## src/rtl/scaler_h_step_ctrl_if.sv

```systemverilog
// Host configuration, scaler sync monitoring and step output for scaler_h_step_ctrl.
interface scaler_h_step_ctrl_if #(
    parameter int unsigned WIDTH_BITS = 12
);
    logic                  cfg_wr;
    logic [WIDTH_BITS-1:0] cfg_in_w;
    logic [WIDTH_BITS-1:0] cfg_out_w;
    logic                  cfg_busy;
    logic                  cfg_pend;
    logic                  cfg_err;
    logic                  de_i;
    logic                  hs_i;
    logic                  vs_i;
    logic [15:0]           scale_step;
    logic                  step_update;

    // Host / stream side
    modport master (
        output cfg_wr, cfg_in_w, cfg_out_w, de_i, hs_i, vs_i,
        input  cfg_busy, cfg_pend, cfg_err, scale_step, step_update
    );

    // Controller side
    modport slave (
        input  cfg_wr, cfg_in_w, cfg_out_w, de_i, hs_i, vs_i,
        output cfg_busy, cfg_pend, cfg_err, scale_step, step_update
    );
endinterface

```

## src/rtl/scaler_h_step_ctrl.sv

```systemverilog
// Computes scale_step = round(in_w * PIXEL_STEP / out_w) with a serial restoring
// divider and applies it only at the first active pixel of a frame.
module scaler_h_step_ctrl #(
    parameter int unsigned PIXEL_STEP = 4096,
    parameter int unsigned WIDTH_BITS = 12
) (
    input logic                clk,
    input logic                rst_n,
    scaler_h_step_ctrl_if.slave bus
);
    localparam int unsigned FRAC_BITS = $clog2(PIXEL_STEP);
    localparam int unsigned N         = WIDTH_BITS + FRAC_BITS;
    localparam int unsigned CNT_W     = $clog2(N + 1);

    typedef enum logic [1:0] {StIdle, StDiv, StPend} state_t;

    state_t                state;
    logic [N:0]            rem;       // one bit of headroom over the quotient width
    logic [N-1:0]          quot;      // numerator shifts out MSB-first, quotient shifts in
    logic [WIDTH_BITS-1:0] out_w;
    logic [CNT_W-1:0]      cnt;
    logic [15:0]           pend_step;

    logic [N-1:0]          nm_load;
    logic [N+1:0]          rem_shift;
    logic [N+1:0]          den_ext;
    logic                  fits;
    logic [N:0]            rem_next;
    logic [N-1:0]          quot_next;
    logic                  sat;
    logic [15:0]           step_res;
    logic                  zero_w;
    logic                  last;
    logic                  frame_start;

    // Divider datapath and request decode
    always_comb begin
        zero_w      = (bus.cfg_in_w == '0) || (bus.cfg_out_w == '0);
        // Adding out_w/2 before flooring rounds the quotient to nearest
        nm_load     = (N'(bus.cfg_in_w) << FRAC_BITS) + N'(bus.cfg_out_w >> 1);
        rem_shift   = {rem, quot[N-1]};
        den_ext     = (N + 2)'(out_w);
        fits        = rem_shift >= den_ext;
        rem_next    = fits ? (N + 1)'(rem_shift - den_ext) : (N + 1)'(rem_shift);
        quot_next   = {quot[N-2:0], fits};
        sat         = (quot_next >> 16) != '0;
        step_res    = sat ? 16'hFFFF : quot_next[15:0];
        last        = cnt == CNT_W'(N - 1);
        frame_start = bus.de_i && bus.vs_i;
    end

    // Sequencer FSM with registered outputs
    always_ff @(posedge clk or negedge rst_n) begin
        if (!rst_n) begin
            state           <= StIdle;
            rem             <= '0;
            quot            <= '0;
            out_w           <= '0;
            cnt             <= '0;
            pend_step       <= '0;
            bus.cfg_busy    <= 1'b0;
            bus.cfg_pend    <= 1'b0;
            bus.cfg_err     <= 1'b0;
            bus.scale_step  <= 16'(PIXEL_STEP);
            bus.step_update <= 1'b0;
        end else begin
            bus.step_update <= 1'b0;
            unique case (state)
                StIdle, StPend: begin
                    if (bus.cfg_wr) begin
                        // A write in PEND drops the waiting step, even on a frame start
                        out_w        <= bus.cfg_out_w;
                        bus.cfg_err  <= zero_w;
                        bus.cfg_pend <= 1'b0;
                        if (zero_w) begin
                            state <= StIdle;
                        end else begin
                            rem          <= '0;
                            quot         <= nm_load;
                            cnt          <= '0;
                            bus.cfg_busy <= 1'b1;
                            state        <= StDiv;
                        end
                    end else if (state == StPend && frame_start) begin
                        bus.scale_step  <= pend_step;
                        bus.step_update <= 1'b1;
                        bus.cfg_pend    <= 1'b0;
                        state           <= StIdle;
                    end
                end
                StDiv: begin
                    rem  <= rem_next;
                    quot <= quot_next;
                    cnt  <= cnt + CNT_W'(1);
                    if (last) begin
                        pend_step    <= step_res;
                        bus.cfg_busy <= 1'b0;
                        bus.cfg_pend <= 1'b1;
                        if (sat) begin
                            bus.cfg_err <= 1'b1;
                        end
                        state <= StPend;
                    end
                end
                default: state <= StIdle;
            endcase
        end
    end
endmodule

```

## src/flat_wrapper.sv

```systemverilog
// flat-port wrapper written by rule: the top's interface ports become plain ports
module scaler_h_step_ctrl_flat 
#(
    parameter int unsigned PIXEL_STEP = 4096,
    parameter int unsigned WIDTH_BITS = 12
)
  (clk, rst_n, bus_cfg_wr, bus_cfg_in_w, bus_cfg_out_w, bus_de_i, bus_hs_i, bus_vs_i, bus_cfg_busy, bus_cfg_pend, bus_cfg_err, bus_scale_step, bus_step_update);
  scaler_h_step_ctrl_if #(.WIDTH_BITS(WIDTH_BITS)) bus_i ();
  input logic clk;
  input logic rst_n;
  input wire logic [$bits(bus_i.cfg_wr)-1:0] bus_cfg_wr;
  input wire logic [$bits(bus_i.cfg_in_w)-1:0] bus_cfg_in_w;
  input wire logic [$bits(bus_i.cfg_out_w)-1:0] bus_cfg_out_w;
  input wire logic [$bits(bus_i.de_i)-1:0] bus_de_i;
  input wire logic [$bits(bus_i.hs_i)-1:0] bus_hs_i;
  input wire logic [$bits(bus_i.vs_i)-1:0] bus_vs_i;
  output wire logic [$bits(bus_i.cfg_busy)-1:0] bus_cfg_busy;
  output wire logic [$bits(bus_i.cfg_pend)-1:0] bus_cfg_pend;
  output wire logic [$bits(bus_i.cfg_err)-1:0] bus_cfg_err;
  output wire logic [$bits(bus_i.scale_step)-1:0] bus_scale_step;
  output wire logic [$bits(bus_i.step_update)-1:0] bus_step_update;
  assign bus_i.cfg_wr = bus_cfg_wr;
  assign bus_i.cfg_in_w = bus_cfg_in_w;
  assign bus_i.cfg_out_w = bus_cfg_out_w;
  assign bus_i.de_i = bus_de_i;
  assign bus_i.hs_i = bus_hs_i;
  assign bus_i.vs_i = bus_vs_i;
  assign bus_cfg_busy = bus_i.cfg_busy;
  assign bus_cfg_pend = bus_i.cfg_pend;
  assign bus_cfg_err = bus_i.cfg_err;
  assign bus_scale_step = bus_i.scale_step;
  assign bus_step_update = bus_i.step_update;
  scaler_h_step_ctrl #(.PIXEL_STEP(PIXEL_STEP), .WIDTH_BITS(WIDTH_BITS)) u_core (.clk(clk), .rst_n(rst_n), .bus(bus_i));
endmodule
```

## config.mk

```make
export PLATFORM = sky130hd
export DESIGN_NAME = scaler_h_step_ctrl_flat
export DESIGN_NICKNAME = d
export VERILOG_FILES = /design/src/rtl/scaler_h_step_ctrl_if.sv /design/src/rtl/scaler_h_step_ctrl.sv /design/src/flat_wrapper.sv
export SDC_FILE = /design/constraint.sdc
export NUM_CORES = 1
export LEC_CHECK = 0
export CORE_ASPECT_RATIO = 1.75
export CORE_MARGIN = 4
export CORE_UTILIZATION = 58
export CTS_BUF_LIST = sky130_fd_sc_hd__clkbuf_16
export DETAILED_ROUTE_END_ITERATION = 8
export HOLD_SLACK_MARGIN = 0.03
export PLACE_DENSITY = 0.8
export SETUP_SLACK_MARGIN = 0.02
export SLEW_MARGIN = 25
export SYNTH_ARGS = -nofsm -noshare
export SYNTH_HDL_FRONTEND = slang
export SYNTH_SLANG_ARGS = --single-unit
```

## constraint.sdc

```tcl
create_clock -name clk -period 3.5 [get_ports clk]
set_clock_uncertainty 0.2 [all_clocks]
set_input_delay 0.7 -clock clk [delete_from_list [all_inputs] [get_ports clk]]
set_output_delay 0.7 -clock clk [all_outputs]
set_load 0.005 [all_outputs]
```

== Word-level counts from Yosys, hierarchy flattened ==
Cells that the tools add are included.
W data, S select, Z words.
Word-level totals
  output and inout bits: 20
  flip-flop bits (word level): 104
  word-level logic and storage cells: 72
Cells by class
  equality and inequality tests: 8
  multiplexer cells: 31
  bitwise logic cells: 1
  reductions and logical operators: 17
  magnitude comparators: 1
  add/subtract/negate cells: 3
Operator list (count)
  $mux W25: 3
  $pmux W25 S2: 1
  $mux W24: 2
  $pmux W24 S2: 1
  $ge A26 B12 Y1: 1
  $sub A25 B12 Y25: 1
  $add A24 B11 Y24: 1
  $logic_not A12 Y1: 2
  $reduce_bool A24 Y1: 1
  $mux W16: 1
  $mux W1: 13
  $mux W5: 2
  $pmux W5 S2: 1
  $reduce_and A3 Y1: 3
  $reduce_and A4 Y1: 2
  $mux W2: 3
  $pmux W1 S2: 3
  $reduce_and A2 Y1: 3
  $add A5 B1 Y5 const B: 1
  $eq A5 B5 Y1 const B: 1
  $ne A2 B1 Y1 const B: 2
  $ne A2 B2 Y1 const B: 2
  $pmux W2 S2: 1
  $ne A3 B2 Y1 const B: 1
  8 further kinds: 9

== Longest topological paths before layout ==
Gate-level depths: netlist (run 1).
  depth in word-level cells: 5
  mapped depth: 11
  depth with buffers taken out: 10

== Least setup slack after synthesis (run 1) ==
No wires, ideal clock.
  path type: reg-to-reg
  from: register u_core.rem[7]
  to: register u_core.rem[1]
  path slack: 0.786 ns
  arrival: 2.438 ns
  clock period less this slack: 2.714 ns
  setup time: 0.076 ns
  cell stages (with the launch flop): 10
  cell sequence: dfrtp_1 > ha_1 > clkdlybuf4s25_1 > nand4_1 > nor4_1 > or3_4 > or2_4 > nor2_8 > mux2_2 > o21ai_1
On the way
  longest elaborated chain between the ends: 3
Ends and longest elaborated chain
  start, declared: RTL line scaler_h_step_ctrl.sv:18  | logic [N:0] rem;
  start signal, assigned: RTL line scaler_h_step_ctrl.sv:92  | rem <= rem_next;
  $ge A26 B12 Y1: RTL line scaler_h_step_ctrl.sv:43  | fits = rem_shift >= den_ext;
  $mux W25: RTL line scaler_h_step_ctrl.sv:44  | rem_next = fits ? (N + 1)'(rem_shift - den_ext) : (N + 1)'(rem_shift);
  $pmux W25 S2: RTL line scaler_h_step_ctrl.sv:68  | unique case (state)
Every way passes these cells.
A chain may end at the register's enable or synchronous reset.

== Worst setup path in the final report (run 1) ==
  from: register u_core.rem[8]
  to: register u_core.rem[1]
Same word-level chain as after synthesis.

==> results.sh, run 1 <==
export IMPL_outcome="complete, no violations"
export IMPL_syn_inst=549
export IMPL_cp_max_fo=15
export IMPL_syn_area_sq_um=5370
export IMPL_grt_overflow_total=0
export IMPL_holdBufCountCts=0
export IMPL_ys_types=64
export IMPL_viasPerCell=5.86
export IMPL_postPlaceCellArea_sq_um=5940
export IMPL_die_area_sq_um=10900
export IMPL_finalInstanceArea_sq_um=6190
export IMPL_die_h_um=135
export IMPL_ir_drop_mv=0.487
export IMPL_syn_num_nets=593
export IMPL_synth_edf_count=0
export IMPL_h_tree_depth=3
export IMPL_cp_start_kind="register"
export IMPL_cts_sinks=104
export IMPL_ios=50
export IMPL_fp_dieW_um=80.7
export IMPL_power_leakage_uw=0.00279
export IMPL_synth_seq_cells=104
export IMPL_gp_congestion=0.896
export IMPL_timing_hold_ws_ns=0.200
export IMPL_rsz0062_at_grt="false"
export IMPL_area_growth_pct=15.4
export IMPL_drive_above_1_share=0.0758
export IMPL_fin_setup_tns_ns=0
export IMPL_required_ns=3.56
export IMPL_async_flop_share=1.00
export IMPL_wl_um=12100
export IMPL_first_global_vias=4279
export IMPL_rows=46
export IMPL_ant_nets=0
export IMPL_fp_coreArea_sq_um=9040
export IMPL_cap_violations=0
export IMPL_slew_headroom=0.431
export IMPL_hold_viol_final=0
export IMPL_final_nets=634
export IMPL_drt_iter0_drc=242
export IMPL_critical_path_endpoint_type="register"
export IMPL_grt_pass1_wl_um=20700
export IMPL_clock_root_buffer="clkbuf_16"
export IMPL_fmax_mhz=342
export IMPL_clk_pin_slew_worst_paths_ns=0.07
export IMPL_period_needed_ns=2.92
export IMPL_n_fill_cell=715
export IMPL_numPortBuffers=48
export IMPL_worst_hold_path_type="in2async"
export IMPL_grt_max_degree=105
export IMPL_synth_area_per_cell_sq_um=9.77
export IMPL_drc=0
export IMPL_cts_max_path_buffers=2
export IMPL_cts_tree="yes"
export IMPL_postCtsResizedCells=0
export IMPL_regToRegSetupSlack_ns=0.58
export IMPL_post_drt_wl_per_cell_um=17.0
export IMPL_antenna_found_initial=0
export IMPL_min_period_over_period=0.835
export IMPL_final_common_cell="nand2_1"
export IMPL_numCtsBuffers=9
export IMPL_post_cts_setup_buffers=0
export IMPL_start_util=0.594
export IMPL_dr_total_vias=4187
export IMPL_ys_warn_count=0
export IMPL_final_cell_mix="115 x nand2_1, 103 x dfrtp_1, 55 x o21ai_0"
export IMPL_pwr_density_cell_nw_per_um2=919
export IMPL_ys_seq_area_frac=0.485
export IMPL_crit_type="reg2reg"
export IMPL_drv_slew=0
export IMPL_tightest_slew_ns=0.854
export IMPL_setup_viol=0
export IMPL_synthFlopType="dfrtp_1"
export IMPL_dp_hpwl_um=8850
export IMPL_clock_latency_ns=0.34
export IMPL_arrival_ns=2.98
export IMPL_antennaDiodeCount=0
export IMPL_gr_usage_all_layers=0.245
export IMPL_firstDrtPassIters=5
## cell families (layout without fill, tap and decap cells)
kind of cell | count (synthesis) | after routing | share of synthesized area
and+or+nand+nor | 202 | 202 | 0.183
AOI/OAI and AO/OA | 125 | 125 | 0.151
DFF | 104 | 104 | 0.485
buffers and inverters | 49 | 94 | 0.0485
muxes | 36 | 36 | 0.0674
xor gates and xnor gates | 19 | 19 | 0.0310
adders and majority gates | 14 | 14 | 0.0340
## sequential cells by signal, summed over array words and instances, names as in the netlist, 2 cells and up
register	cells
u_core.rem	25
u_core.out_w	12
u_core.quot	24
u_core.state	2
u_core.pend_step	16
u_core.bus.scale_step	16
u_core.cnt	5
## where the power goes
group | total [uW] | switching, uW | internal, uW
registers | 1980 | 342 | 1640
clock network | 889 | 419 | 470
logic | 2820 | 1600 | 1220
total | 5690 | 2360 | 3330
## worst max-delay path, stage by stage, from the launching register on
cell,delay (ns)
dfrtp_1,0.40
ha_1,0.38
nand3_1,0.27
nor4_1,0.12
or3_4,0.36
or2_4,0.31
nor2_8,0.30
mux2_2,0.38
o21ai_1,0.11
## synth_stat cells, types with 10 or more instances
cell      number  share of area
o21ai_1       10         0.0093
mux2i_1       35          0.065
inv_1         17          0.012
o22a_1        15          0.024
nor4_1        10          0.012
nor2_1        17          0.012
nand3_1       19          0.018
ha_1          13          0.030
nand2_1      115          0.080
xnor2_1       12          0.020
clkbuf_1      21          0.015
o21ai_0       55          0.051
dfrtp_1      103           0.48
## stage by stage
stage	cells	setup WS, ns	util	power [uW]
detailed placement	699	0.492	0.657	4780
global placement	699	0.547	0.657	4620
floorplan	549	0.786	-	4090
CTS	714	0.561	0.685	5710
finish	714	0.579	0.685	5690
global route	714	0.421	0.685	6200
## layout make-up
type | count | area [sq um] | share of cell area
clock inverters | 6 | 28.8 | 0.00465
clock buffers | 9 | 225 | 0.0364
repair buffers | 61 | 601 | 0.0970
multi-input cells | 396 | 2510 | 0.406
well taps | 120 | 150 | 0.0243
inverters | 18 | 67.6 | 0.0109
flip-flops and latches | 104 | 2600 | 0.421
## layer usage
layer / wire, um / GRT usage / vias to the layer above
li1: - / - / 2002
met1: 4620 / 0.281 / 2071
met2: 6830 / 0.454 / 92
met3: 433 / 0.0486 / 22
met4: 240 / 0.0695 / 0
met5: 0 / 0 / -
## path summary, 6_finish.rpt
path | from | endpoint | cells after the start
hold / removal | rst_n | u_core.pend_step[10] | 2
setup reg to reg | u_core.rem[8] | u_core.rem[1] | 8
setup / recovery | u_core.rem[8] | u_core.rem[1] | 8
hold reg to reg | u_core.bus.scale_step[12] | u_core.bus.scale_step[12] | 2
max in group asynchronous | rst_n | u_core.cnt[2] | 2
min in group clk | u_core.bus.scale_step[12] | u_core.bus.scale_step[12] | 2
Power figures use the tool's default switching activity.
==> inputs of run 2 (changes only) <==
- CORE_UTILIZATION: 58 -> 52
- PLACE_DENSITY: 0.8 -> 0.76
- clock period: 3.5 -> 2.4 ns (I/O delays scaled with it)
==> run 2 against run 1 <==
  * The flow now finishes with violations (setup timing)
  * Die area is 11% higher
  * Non-clock buffer count is 88 higher
  * Maximum frequency is 11% higher
  * Global-route usage is 2.2 points lower
  * Clock power is 54% higher
  * Sequential share of layout area is 5.3 points lower
  * Via count is 7.6% higher
  * First-iteration DRC count is 11% lower
  * Sequential cell count stayed put
  * Cell area is 14% higher
  * Clock-buffer cell count stayed put
  * Register-to-register slack worse by 0.81 ns
  * Critical path type unchanged
==> results.sh, run 2 (synthesis gave the netlist of run 1 again) <==
export IMPL_outcome="complete, but fails checks"
export IMPL_violations="setup timing"
export IMPL_critical_path_endpoint_type="register"
export IMPL_cp_start_kind="register"
export IMPL_rows=48
export IMPL_clk_pin_slew_worst_paths_ns=0.07
export IMPL_fp_dieW_um=84.8
export IMPL_min_period_over_period=1.10
export IMPL_final_util=0.710
export IMPL_dr_total_vias=4505
export IMPL_switchingPower_uw=3920
export IMPL_ant_nets=0
export IMPL_hold_depth=2
export IMPL_antennaDiodeCount=0
export IMPL_grt_overflow_total=0
export IMPL_final_common_cell="nand2_1"
export IMPL_rsz0062_at_grt="true"
export IMPL_grt_busiest_layer="met2"
export IMPL_gr_usage_all_layers=0.223
export IMPL_min_from="u_core.bus.scale_step[12]"
export IMPL_grt_max_degree=47
export IMPL_crit_buf_inv=0
export IMPL_period_needed_ns=2.64
export IMPL_grt_pass1_wl_um=21600
export IMPL_clock_root_buffer="clkbuf_16"
export IMPL_numCtsBuffers=9
export IMPL_antenna_found_initial=0
export IMPL_fin_ws_ns=-0.236
export IMPL_cap_violations=0
export IMPL_arrival_ns=2.70
export IMPL_grt_util_met2=0.436
export IMPL_worst_hold_path_type="reg2reg"
export IMPL_fmax_mhz=379
export IMPL_cpMaxStageDelayCell="or4_4"
export IMPL_hold_viol_final=0
export IMPL_drive_above_1_share=0.230
export IMPL_area_growth_pct=31.9
export IMPL_seq_power_share=0.293
export IMPL_postPlaceCellArea_sq_um=6570
export IMPL_min_to="u_core.bus.scale_step[12]"
export IMPL_cp_max_fo=10
export IMPL_p_sw_frac=0.400
export IMPL_cts_tree="yes"
export IMPL_gp_congestion=0.862
export IMPL_critical_path_cell_chain="or4_4 > nor4b_4 > nand4_2 > or2_4 > nor2_8 > mux2_2 > o21ai_1"
export IMPL_ios=50
export IMPL_reg2reg_from="u_core.rem[14]"
export IMPL_finalInstanceArea_sq_um=7080
export IMPL_die_area_sq_um=12100
export IMPL_required_ns=2.47
export IMPL_post_drt_wl_per_cell_um=16.1
export IMPL_final_nets=722
export IMPL_largest_register="u_core.rem"
export IMPL_numPortBuffers=48
export IMPL_wl_um=13000
export IMPL_clkPwrFrac=0.140
export IMPL_die_h_um=142
export IMPL_place_inst=783
export IMPL_drc=0
export IMPL_r2r_worst_path_cells=7
export IMPL_cts_max_path_buffers=2
export IMPL_use_met1=0.239
export IMPL_setup_viol=25
export IMPL_h_tree_depth=3
export IMPL_crit_type="reg2reg"
export IMPL_firstDrtPassIters=4
export IMPL_cellInternalPower_uw=5870
export IMPL_first_global_vias=4651
export IMPL_final_cell_mix="115 x nand2_1, 103 x dfrtp_1, 91 x buf_4"
export IMPL_viasPerCell=5.58
export IMPL_ir_drop_mv=0.864
export IMPL_start_util=0.538
export IMPL_drt_iter0_drc=216
export IMPL_critPathMaxStageDelay_ns=0.58
export IMPL_fp_coreArea_sq_um=9970
export IMPL_gr_usage_met3=0.0330
export IMPL_reg_largest_list="u_core.rem: 25 flops, u_core.quot: 24 flops"
export IMPL_pwr_density_cell_nw_per_um2=1380
export IMPL_regToRegSetupSlack_ns=-0.24
export IMPL_cts_sinks=104
export IMPL_power_leakage_uw=0.00326
export IMPL_slew_headroom=0.638
export IMPL_dp_hpwl_um=9740
export IMPL_p_comb_frac=0.567
export IMPL_clock_latency_ns=0.34
export IMPL_layout_cells_non_filler=808
export IMPL_timing_rr_end="u_core.rem[1]"
export IMPL_path_delay_family="simple AND/OR/NAND/NOR gates"
export IMPL_drv_slew=0
export IMPL_tightest_slew_ns=0.541
export IMPL_largest_reg_flops=25
run 2: changes by cell type in the layout (fill, tap and decap cells not counted), sizes merged:
cell	change
dlygate4sd3	+1
clkinvlp	+1
clkinv	+1
inv	-1
buf	+87
run 2: stage by stage:
stage / total power [uW] / setup slack, ns / TNS, ns / hold WS [ns]
3_3_place_gp: 7740 / -0.386 / -14.60 / 0.229
6_report: 9790 / -0.236 / -4.23 / 0.259
3_5_place_dp: 7930 / -0.292 / -12.72 / 0.230
5_1_grt: 10600 / -0.340 / -6.75 / 0.270
4_1_cts: 9620 / -0.238 / -4.18 / 0.263
2_1_floorplan: 6040 / -0.227 / -2.67 / -0.0156
run 2: worst max-delay path by stage:
stage | from | to | slack [ns] | cells past startpoint
2_1_floorplan | u_core.rem[11] | u_core.rem[1] | -0.23 | 9
3_3_place_gp | bus_cfg_out_w[6] | u_core.rem[11] | -0.39 | 8
3_5_place_dp | bus_cfg_out_w[6] | u_core.rem[11] | -0.29 | 8
4_1_cts | u_core.rem[14] | u_core.rem[13] | -0.24 | 8
5_1_grt | u_core.out_w[3] | u_core.rem[1] | -0.34 | 9
6_report | u_core.rem[14] | u_core.rem[1] | -0.24 | 7
run 2: power groups by stage:
stage / clock network (uW) / logic [uW] / registers [uW]
after detailed placement: 0 / 5070 / 2860
after CTS: 1400 / 5390 / 2840
after floorplan: 0 / 3270 / 2770
final: 1370 / 5560 / 2870
after global routing: 1490 / 6150 / 2930
after global placement: 0 / 4920 / 2820
run 2: final cells by class:
cell class,instances,area (sq um)
clock buffer,9,225
fill,716,2890
tap,125,156
timing repair buffer,149,1310
sequential,104,2600
inverter,18,67.6
clock inverter,7,56.3
multi-input combinational,396,2660
run 2: repair_timing:
item,CTS,global route
hold buffers,1,0
hold endpoints to repair,27,0
gates cloned,0,0
gates resized for setup,16,12
buffers inserted,7,1
setup endpoints to repair,26,39
pin swaps,6,8
run 2: worst register-to-register path: cells and delay by family (launching register included):
kind / cells / cell delay (ns)
mux: 1 / 0.37
flops: 1 / 0.39
compound gates: 1 / 0.11
simple gates: 5 / 1.50
run 2: layer usage:
metal / routed length (um) / vias to the layer above
met3: 339 / 21
met4: 318 / 0
li1: - / 2179
met2: 7200 / 81
met5: 0 / -
met1: 5160 / 2224
